File: config.mk
export PLATFORM = sky130hd
export DESIGN_NAME = regfile_sb
export DESIGN_NICKNAME = d
export VERILOG_FILES = /design/src/rtl/regfile_sb.sv
export SDC_FILE = /design/constraint.sdc
export NUM_CORES = 2
export LEC_CHECK = 0
export CAP_MARGIN = 15
export CORE_MARGIN = 2
export CORE_UTILIZATION = 51
export DETAILED_ROUTE_END_ITERATION = 16
export PLACE_DENSITY = 0.67
export SYNTH_ARGS = -nofsm -noshare
export SYNTH_HDL_FRONTEND = slang
export SYNTH_HIERARCHICAL = 1
export SYNTH_SLANG_ARGS = --single-unit
export TNS_END_PERCENT = 20
File: constraint.sdc
create_clock -name clk -period 10.4 [get_ports clk]
set_input_delay 2.6 -clock clk [delete_from_list [all_inputs] [get_ports clk]]
set_output_delay 2.6 -clock clk [all_outputs]
set_load 0.05 [all_outputs]
File: src/rtl/regfile_sb.sv
// regfile_sb: 2R/1W register file with a per-register scoreboard (busy bits + pending count).
// Define REGFILE_BYPASS_EN to forward a same-cycle writeback to the read ports.

module regfile_sb_entry #(
  parameter int DATA_W = 32
) (
  input  logic              clk,
  input  logic              reset,
  input  logic              wr_hit,
  input  logic              set_hit,
  input  logic [DATA_W-1:0] wr_data,
  output logic [DATA_W-1:0] data_q,
  output logic              busy_q,
  output logic              busy_d
);
  logic [DATA_W-1:0] data_d;

  always_comb begin
    data_d = data_q;
    busy_d = busy_q;
    if (reset) begin
      data_d = '0;
      busy_d = 1'b0;
    end else begin
      if (wr_hit) begin
        data_d = wr_data;
        busy_d = 1'b0;
      end
      // a new issue to the same register outranks the writeback clear
      if (set_hit) busy_d = 1'b1;
    end
  end

  always_ff @(posedge clk) begin
    data_q <= data_d;
    busy_q <= busy_d;
  end
endmodule

module regfile_sb #(
  parameter int DATA_W = 32,
  parameter int ADDR_W = 5
) (
  input  logic              clk,
  input  logic              reset,
  input  logic              rg_wrt_en,
  input  logic [ADDR_W-1:0] rg_wrt_addr,
  input  logic [DATA_W-1:0] rg_wrt_data,
  input  logic [ADDR_W-1:0] rg_rd_addr1,
  input  logic [ADDR_W-1:0] rg_rd_addr2,
  output logic [DATA_W-1:0] rg_rd_data1,
  output logic [DATA_W-1:0] rg_rd_data2,
  input  logic              sb_set_en,
  input  logic [ADDR_W-1:0] sb_set_addr,
  output logic              rd_busy1,
  output logic              rd_busy2,
  output logic              stall,
  output logic [ADDR_W:0]   pend_cnt
);
  localparam int DEPTH = 2**ADDR_W;
`ifdef REGFILE_BYPASS_EN
  localparam bit BYPASS = 1'b1;
`else
  localparam bit BYPASS = 1'b0;
`endif

  logic [DEPTH-1:0][DATA_W-1:0] mem;
  logic [DEPTH-1:0]             busy_q;
  logic [DEPTH-1:0]             busy_d;
  logic [ADDR_W:0]              pend_cnt_q;
  logic [ADDR_W:0]              pend_cnt_d;

  // r0 is hardwired: no storage, never busy
  assign mem[0]    = '0;
  assign busy_q[0] = 1'b0;
  assign busy_d[0] = 1'b0;

  for (genvar i = 1; i < DEPTH; i++) begin : g_ent
    regfile_sb_entry #(.DATA_W(DATA_W)) u_ent (
      .clk     (clk),
      .reset   (reset),
      .wr_hit  (rg_wrt_en && (rg_wrt_addr == ADDR_W'(i))),
      .set_hit (sb_set_en && (sb_set_addr == ADDR_W'(i))),
      .wr_data (rg_wrt_data),
      .data_q  (mem[i]),
      .busy_q  (busy_q[i]),
      .busy_d  (busy_d[i])
    );
  end

  always_comb begin
    pend_cnt_d = '0;
    for (int k = 0; k < DEPTH; k++)
      pend_cnt_d = pend_cnt_d + {{ADDR_W{1'b0}}, busy_d[k]};
  end

  always_ff @(posedge clk) begin
    pend_cnt_q <= pend_cnt_d;
  end

  logic wr_fwd, byp1, byp2;
  assign wr_fwd = BYPASS && rg_wrt_en && !reset && (rg_wrt_addr != '0);
  assign byp1   = wr_fwd && (rg_rd_addr1 == rg_wrt_addr);
  assign byp2   = wr_fwd && (rg_rd_addr2 == rg_wrt_addr);

  assign rg_rd_data1 = byp1 ? rg_wrt_data : mem[rg_rd_addr1];
  assign rg_rd_data2 = byp2 ? rg_wrt_data : mem[rg_rd_addr2];
  assign rd_busy1    = byp1 ? 1'b0 : busy_q[rg_rd_addr1];
  assign rd_busy2    = byp2 ? 1'b0 : busy_q[rg_rd_addr2];
  assign stall       = rd_busy1 | rd_busy2;
  assign pend_cnt    = pend_cnt_q;
endmodule

Yosys cells after proc, flatten, opt, wreduce, memory -nomap -nowiden
Cells that the tools add are included.
{"block": "totals", "ff_bits": 1029, "latchBits": 0, "mem_bits_rw": 0, "mem_bits_ro": 0, "in_bits": 56, "output_inout_bits": 73, "word_cells": 321, "n_memories": 0}
{"block": "classes", "add_sub_neg": 30, "multipliers": 0, "n_div": 0, "n_lt_le_gt_ge": 2, "eq_ne": 62, "n_shift": 0, "mux": 101, "bitwise_logic": 1, "n_reduce_logical": 62}
{"operator": "32-bit binary-select mux with 5-bit select", "n": 2}
{"operator": "5-bit equality test, second input constant", "n": 32}
{"operator": "6-bit by 1-bit adder with 6-bit output", "n": 25}
{"operator": "1-bit two-way mux", "n": 95}
{"operator": "5-bit by 4-bit equality test with 1-bit output, second input constant", "n": 16}
{"operator": "32-bit two-way mux", "n": 2}
{"operator": "1-bit logical AND", "n": 62}
{"operator": "5-bit by 3-bit equality test with 1-bit output, second input constant", "n": 8}
{"operator": "5-bit by 2-bit equality test with 1-bit output, second input constant", "n": 4}
{"operator": "5-bit by 6-bit less-than comparator with 1-bit output, second input constant", "n": 2}
{"operator": "1-bit binary-select mux with 5-bit select", "n": 2}
{"operator": "5-bit by 1-bit equality test with 1-bit output, second input constant", "n": 2}
{"operator": "5-bit by 1-bit adder with 6-bit output", "n": 1}
{"operator": "4-bit by 1-bit adder with 5-bit output", "n": 1}
{"operator": "3-bit by 1-bit adder with 4-bit output", "n": 1}
{"operator": "2-bit by 1-bit adder with 3-bit output", "n": 1}
{"operator": "1-bit by 1-bit adder with 2-bit output", "n": 1}
{"operator": "1-bit OR", "n": 1}

Logic depth before layout (Yosys ltp)
{"block": "logic_depth", "depth_word": 35, "depth_mapped": 22, "depth_no_buf": 21}

Modules after synthesis
The synthesis kept the hierarchy.
{"mod": "regfile_sb_entry", "instances": 31, "cells_each": 108, "area_each_um2": 1204.9, "seq_area_each_um2": 660.6}
{"mod": "regfile_sb", "instances": 1, "cells_each": 1487, "area_each_um2": 18121.1, "seq_area_each_um2": 120.1}

Worst setup path before layout
No wires, ideal clock.
{"block": "synth_path", "path_type": "input to register", "start": "in rg_wrt_addr[0]", "end": "reg pend_cnt_q[4], in the netlist pend_cnt[4]", "setup_time_ns": 0.072, "arrival_ns": 7.938, "required_time_ns": 10.328, "slack_ns": 2.389, "cell_stages": 21, "path_buffers": 2, "cell_sequence": "clkbuf_1 nand4b_1 nor3_1 buf_6 nand2b_1 a21oi_1 inv_1 fa_1 fa_1 inv_1 fa_1 inv_1 fa_1 fa_1 fa_1 inv_1 fa_1 fa_1 a21o_1 a21oi_1 xnor2_1"}
{"block": "synth_between", "word_cells_on_any_way": 185, "classes_between": "30 x add/sub; 31 x eq/ne; 93 x mux; 31 x reduce/logical"}
{"item": "from (decl)", "line": "47", "text": "input logic [ADDR_W-1:0] rg_wrt_addr,"}
{"item": "5-bit equality test", "line": "82", "text": ".wr_hit (rg_wrt_en && (rg_wrt_addr == ADDR_W'(i))),"}
{"item": "1-bit logical AND", "line": "82"}
{"item": "1-bit two-way mux", "line": "25", "text": "if (wr_hit) begin"}
{"item": "1-bit two-way mux", "line": "30", "text": "if (set_hit) busy_d = 1'b1;"}
{"item": "1-bit two-way mux", "line": "21", "text": "if (reset) begin"}
{"item": "named net busy_d[24]", "line": "69", "text": "logic [DEPTH-1:0] busy_d;"}
{"item": "6-bit by 1-bit adder with 6-bit output (8 in a row)", "line": "94", "text": "pend_cnt_d = pend_cnt_d + {{ADDR_W{1'b0}}, busy_d[k]};"}
{"item": "named net pend_cnt_d[4]", "line": "71", "text": "logic [ADDR_W:0] pend_cnt_d;"}
{"item": "to (signal assigned)", "line": "98", "text": "pend_cnt_q <= pend_cnt_d;"}
{"item": "to (decl)", "line": "70", "text": "logic [ADDR_W:0] pend_cnt_q;"}
The timed path passes the listed nets, and every way through them passes these cells.
A chain may end at the register's enable or synchronous reset.

Worst setup path in the final report
{"block": "layout_path", "start": "in rg_rd_addr2[0]", "end": "out rg_rd_data2[23]"}
{"block": "layout_between", "elab_chain_cells": 2}
{"item": "from (decl)", "line": "50", "text": "input logic [ADDR_W-1:0] rg_rd_addr2,"}
{"item": "32-bit binary-select mux with 5-bit select", "line": "107", "text": "assign rg_rd_data2 = byp2 ? rg_wrt_data : mem[rg_rd_addr2];"}
{"item": "32-bit two-way mux (not written as such)", "line": "107"}
{"item": "to (decl)", "line": "52", "text": "output logic [DATA_W-1:0] rg_rd_data2,"}
No other way between the ends. The select of a mux whose other input is x is not followed.

==> impl_table.tex <==
\begin{tabular}{lr}
\hline
Metric & Value \\
\hline
\multicolumn{2}{l}{\textbf{Clock network}} \\
\quad TritonCTS clock tree & yes \\
\quad Post-CTS Setup Inserts & 0 \\
\quad Number of buffers inserted during clock tree synthesis & 108 \\
\quad Clock sink count & 1029 \\
\quad H-tree Lvls & 3 \\
\quad Clock Path Buffers & 3 \\
\quad Hold buffers post-CTS & 0 \\
\quad Latest clock arrival within the worst-skew pair & 0.69 ns \\
\quad Number of resized instances in the post-cts repair step & 0 \\
\quad Root buffer cell & sky130\_fd\_sc\_hd\_\_clkbuf\_16 \\
\quad Clock transition at the registers of the reported paths & 0.06 ns \\
\multicolumn{2}{l}{\textbf{Yosys}} \\
\quad Fraction of registers with async set/reset & 0\% \\
\quad Distinct cell type count after synthesis & 47 \\
\quad Ys flop type & sky130\_fd\_sc\_hd\_\_dfxtp\_1 \\
\quad Yosys reg bits & 1029 \\
\quad Mean cell area of the mapped netlist & 11.5 um\^{}2 \\
\quad Synth Area in Simple Gates & 9.22\% \\
\quad Share of cell area taken by muxes after synthesis & 41.6\% \\
\quad Compound-gate portion of the synthesized area & 3.69\% \\
\quad Adder and majority cell fraction of the synthesized area & 0.988\% \\
\quad Cells after Synth & 4835 \\
\quad Post-synthesis instance area & 55500 um\^{}2 \\
\quad Total nets after synthesis & 4921 \\
\quad Portion of the post-synthesis area used by sequential elements & 37.1\% \\
\quad Share of the synthesized netlist area taken by xor and xnor gates & 0.0474\% \\
\quad Number of flops mapped to enable cells by yosys & 0 \\
\quad Count of warnings emitted by yosys & 6 \\
\quad Main combinational cell family by area after synthesis & multiplexers \\
\multicolumn{2}{l}{\textbf{Drt}} \\
\quad Residual DRC & 0 \\
\quad Post-detailed-route count of antenna-violating nets & 0 \\
\quad Final wirelength & 166000 um \\
\quad Number of vias in the routed layout & 39100 \\
\quad Number of iterations in the first detailed-routing pass & 6 \\
\quad Avg Vias per Cell & 6.28 \\
\quad Average routed wire per standard cell & 26.7 um \\
\quad Number of DRC markers in iteration 0 & 3718 \\
\multicolumn{2}{l}{\textbf{Layout}} \\
\quad Fraction of layout cells with a size suffix above 1 & 19.3\% \\
\quad Final core area utilization & 55.9\% \\
\quad Final net count & 4812 \\
\quad Relative area change from synthesis to final layout & 8.38\% \\
\multicolumn{2}{l}{\textbf{Placed design}} \\
\quad Count of buffers from port buffering & 128 \\
\quad Post-DP HPWL & 88700 um \\
\quad RD Place Congestion & 0.861 \\
\multicolumn{2}{l}{\textbf{Power and ir drop}} \\
\quad Leak & 20.2 nW \\
\quad Worst vdd ir & 0.000171 V \\
\quad Total power divided by cell area & 151 nW/um\^{}2 \\
\quad Switching share of power & 25.2\% \\
\quad Net switching power & 2.29 mW \\
\quad Internal power & 6.79 mW \\
\quad Part of the total power dissipated in combinational logic & 9.7\% \\
\quad Part of the power in registers & 44.0\% \\
\quad Power share of the clock group & 46.3\% \\
\multicolumn{2}{l}{\textbf{Worst setup path}} \\
\quad CP top delay family & buffers and inverters \\
\quad Most common cell on crit path & sky130\_fd\_sc\_hd\_\_a221oi\_1 \\
\quad Highest fanout seen on the critical path & 77 \\
\quad CP Capture Type & output port \\
\quad Critical path arrival & 6.35 ns \\
\quad Critical setup path kind & in2out \\
\quad Critical path buffers and inverters & 3 \\
\quad Worst endpoint required time & 7.80 ns \\
\quad Startpoint Class & input pin \\
\quad Cells along the critical path & buf\_8 > nor2b\_4 > buf\_4 > a221oi\_1 > o31ai\_1 > a21oi\_1 > a221oi\_1 > clkdlybuf4s50\_1 \\
\quad Slowest cell delay on critical path & 0.95 ns \\
\quad Standard cell with the maximum stage delay on the critical path & sky130\_fd\_sc\_hd\_\_clkdlybuf4s50\_1 \\
\multicolumn{2}{l}{\textbf{Timing}} \\
\quad Final count of negative-setup-slack endpoints & 0 \\
\quad Final clock skew & 0.0100 ns \\
\quad Worst Tran Pin Value & 1.30 ns \\
\quad Unrepaired setup endpoints after global routing & false \\
\quad Final critical-path share of the clock period & 86.0\% \\
\quad Final worst path period need & 8.95 ns \\
\quad Count of endpoints failing hold in the final timing report & 0 \\
\quad Final Slew Violations & 0 \\
\quad Setup tns final & 0 ns \\
\quad Maximum clock rate & 112 MHz \\
\quad Relative slew slack & 13.5\% \\
\multicolumn{2}{l}{\textbf{Global routing}} \\
\quad Vias in the first global route & 38800 \\
\quad Pin count of the biggest net entering global routing & 223 \\
\quad Global Route Usage Sum & 29.2\% \\
\quad Overflow left after global routing & 0 \\
\quad Initial antenna violation count & 4 \\
\quad First-pass GRT wire length & 248000 um \\
\multicolumn{2}{l}{\textbf{Job}} \\
\quad \# Max-Cap Violations & 0 \\
\multicolumn{2}{l}{\textbf{Floorplanning}} \\
\quad Core area & 108000 um\^{}2 \\
\quad Initial core utilization & 51.6\% \\
\quad Horizontal extent of the die & 334 um \\
\quad Number of placement rows & 120 \\
\quad Chip Height & 334 um \\
\quad Number of ports placed on the die boundary & 129 \\
\quad Die Area & 111000 um\^{}2 \\
\multicolumn{2}{l}{\textbf{Outcome}} \\
\quad Status & complete, no violations \\
\multicolumn{2}{l}{\textbf{Min path}} \\
\quad Tightest Hold Check Type & reg2reg \\
\hline
\end{tabular}
## cell usage in the layout, fill, tap and decap left out, types with 78 or more instances in the layout
| cell type | count |
|---|---|
| sky130_fd_sc_hd__nor2_1 | 1030 |
| sky130_fd_sc_hd__mux2_2 | 131 |
| sky130_fd_sc_hd__inv_1 | 78 |
| sky130_fd_sc_hd__dfxtp_1 | 1029 |
| sky130_fd_sc_hd__mux4_2 | 456 |
| sky130_fd_sc_hd__clkbuf_16 | 120 |
| sky130_fd_sc_hd__buf_4 | 82 |
| sky130_fd_sc_hd__mux2i_1 | 1130 |
| sky130_fd_sc_hd__clkdlybuf4s50_1 | 118 |
| sky130_fd_sc_hd__a221oi_1 | 128 |
## cells in the mapped netlist (all sizes together) (3+ instances only)
master	count	share of area [%]
mux2i	1130	20
nor2b	75	0.85
mux2	131	2.7
a31oi	4	0.045
dfxtp	1029	37
o31ai	32	0.43
nand4b	3	0.047
inv	78	0.53
nor3	42	0.38
nand2	9	0.061
nand4	4	0.045
nand3	9	0.081
mux4	456	19
nor2	1052	7.1
clkbuf	181	1.3
a21oi	66	0.60
nand2b	44	0.50
buf	274	5.5
a211oi	33	0.46
a221oi	128	2.0
fa	23	0.83
ha	7	0.16
## per-stage QoR
stage	hold WS (ns)	instance area, um^2	std cells	power, mW	worst slack [ns]
floorplan	0.471	55500	4835	4.63	2.39
global placement	0.485	55800	5999	4.93	1.35
detailed placement	0.498	55800	5999	4.93	1.40
CTS	0.514	59600	6203	9.09	1.42
global route	0.531	60100	6224	9.32	1.28
finish	0.510	60100	6224	9.08	1.45
## path summary, 6_finish.rpt
kind | startpoint | end | slack (ns) | cells after the start
setup reg to reg | g_ent[24].u_ent/busy_q | pend_cnt[4] | 5.07 | 17
setup / recovery | rg_rd_addr2[0] | rg_rd_data2[23] | 1.45 | 8
hold / removal | g_ent[18].u_ent/data_q[27] | g_ent[18].u_ent/data_q[27] | 0.51 | 2
hold reg to reg | g_ent[18].u_ent/data_q[27] | g_ent[18].u_ent/data_q[27] | 0.51 | 2
## metal layers
metal / track usage, % / up-vias / routed length (um)
met5: 0 / - / 0
met4: 11.1 / 0 / 6540
met3: 4.88 / 349 / 12600
met2: 47.1 / 1610 / 77000
met1: 39.4 / 19700 / 69800
li1: - / 17400 / -
## logic make-up after synthesis
| logic type | count (synthesis) |
|---|---|
| mux | 1717 |
| simple gates | 1249 |
| flops | 1029 |
| buf+inv | 534 |
| compound gates | 273 |
| fa+ha+maj | 30 |
| xor+xnor | 3 |
## cell type report
cell class / count / area [um^2]
Antenna cell: 1 / 2.50
Clock buffer: 158 / 3220
Clock inverter: 46 / 658
Fill cell: 9146 / 47400
Inverter: 79 / 297
Multi-Input combinational cell: 3272 / 31000
Sequential cell: 1029 / 20600
Tap cell: 1403 / 1760
Timing Repair Buffer: 236 / 2550
## state kept, by name (all words and copies together), names as in the netlist
register            flops
g_ent.u_ent/busy_q     31
pend_cnt                6
g_ent.u_ent/data_q    992
## power by group through the flow
stage               Sequential, mW  Combinational (mW)  Clock [mW]
global placement              4.08               0.848           0
floorplan                     4.08               0.546           0
detailed placement            4.08               0.850           0
CTS                           3.99               0.852        4.25
finish                        3.99               0.881        4.20
global route                  4.00               0.915        4.41
## worst register-to-register path: cells and delay by family (launching register included)
family                   cells  cell delay (ns)
buffers and inverters        4             0.25
AND/OR/NAND/NOR              1             0.08
flip-flops                   1             0.41
AO/OA/AOI/OAI                3             0.55
adder cells (fa/ha/maj)      8             3.83
XOR/XNOR                     1             0.13
Power figures use the tool's default switching activity.
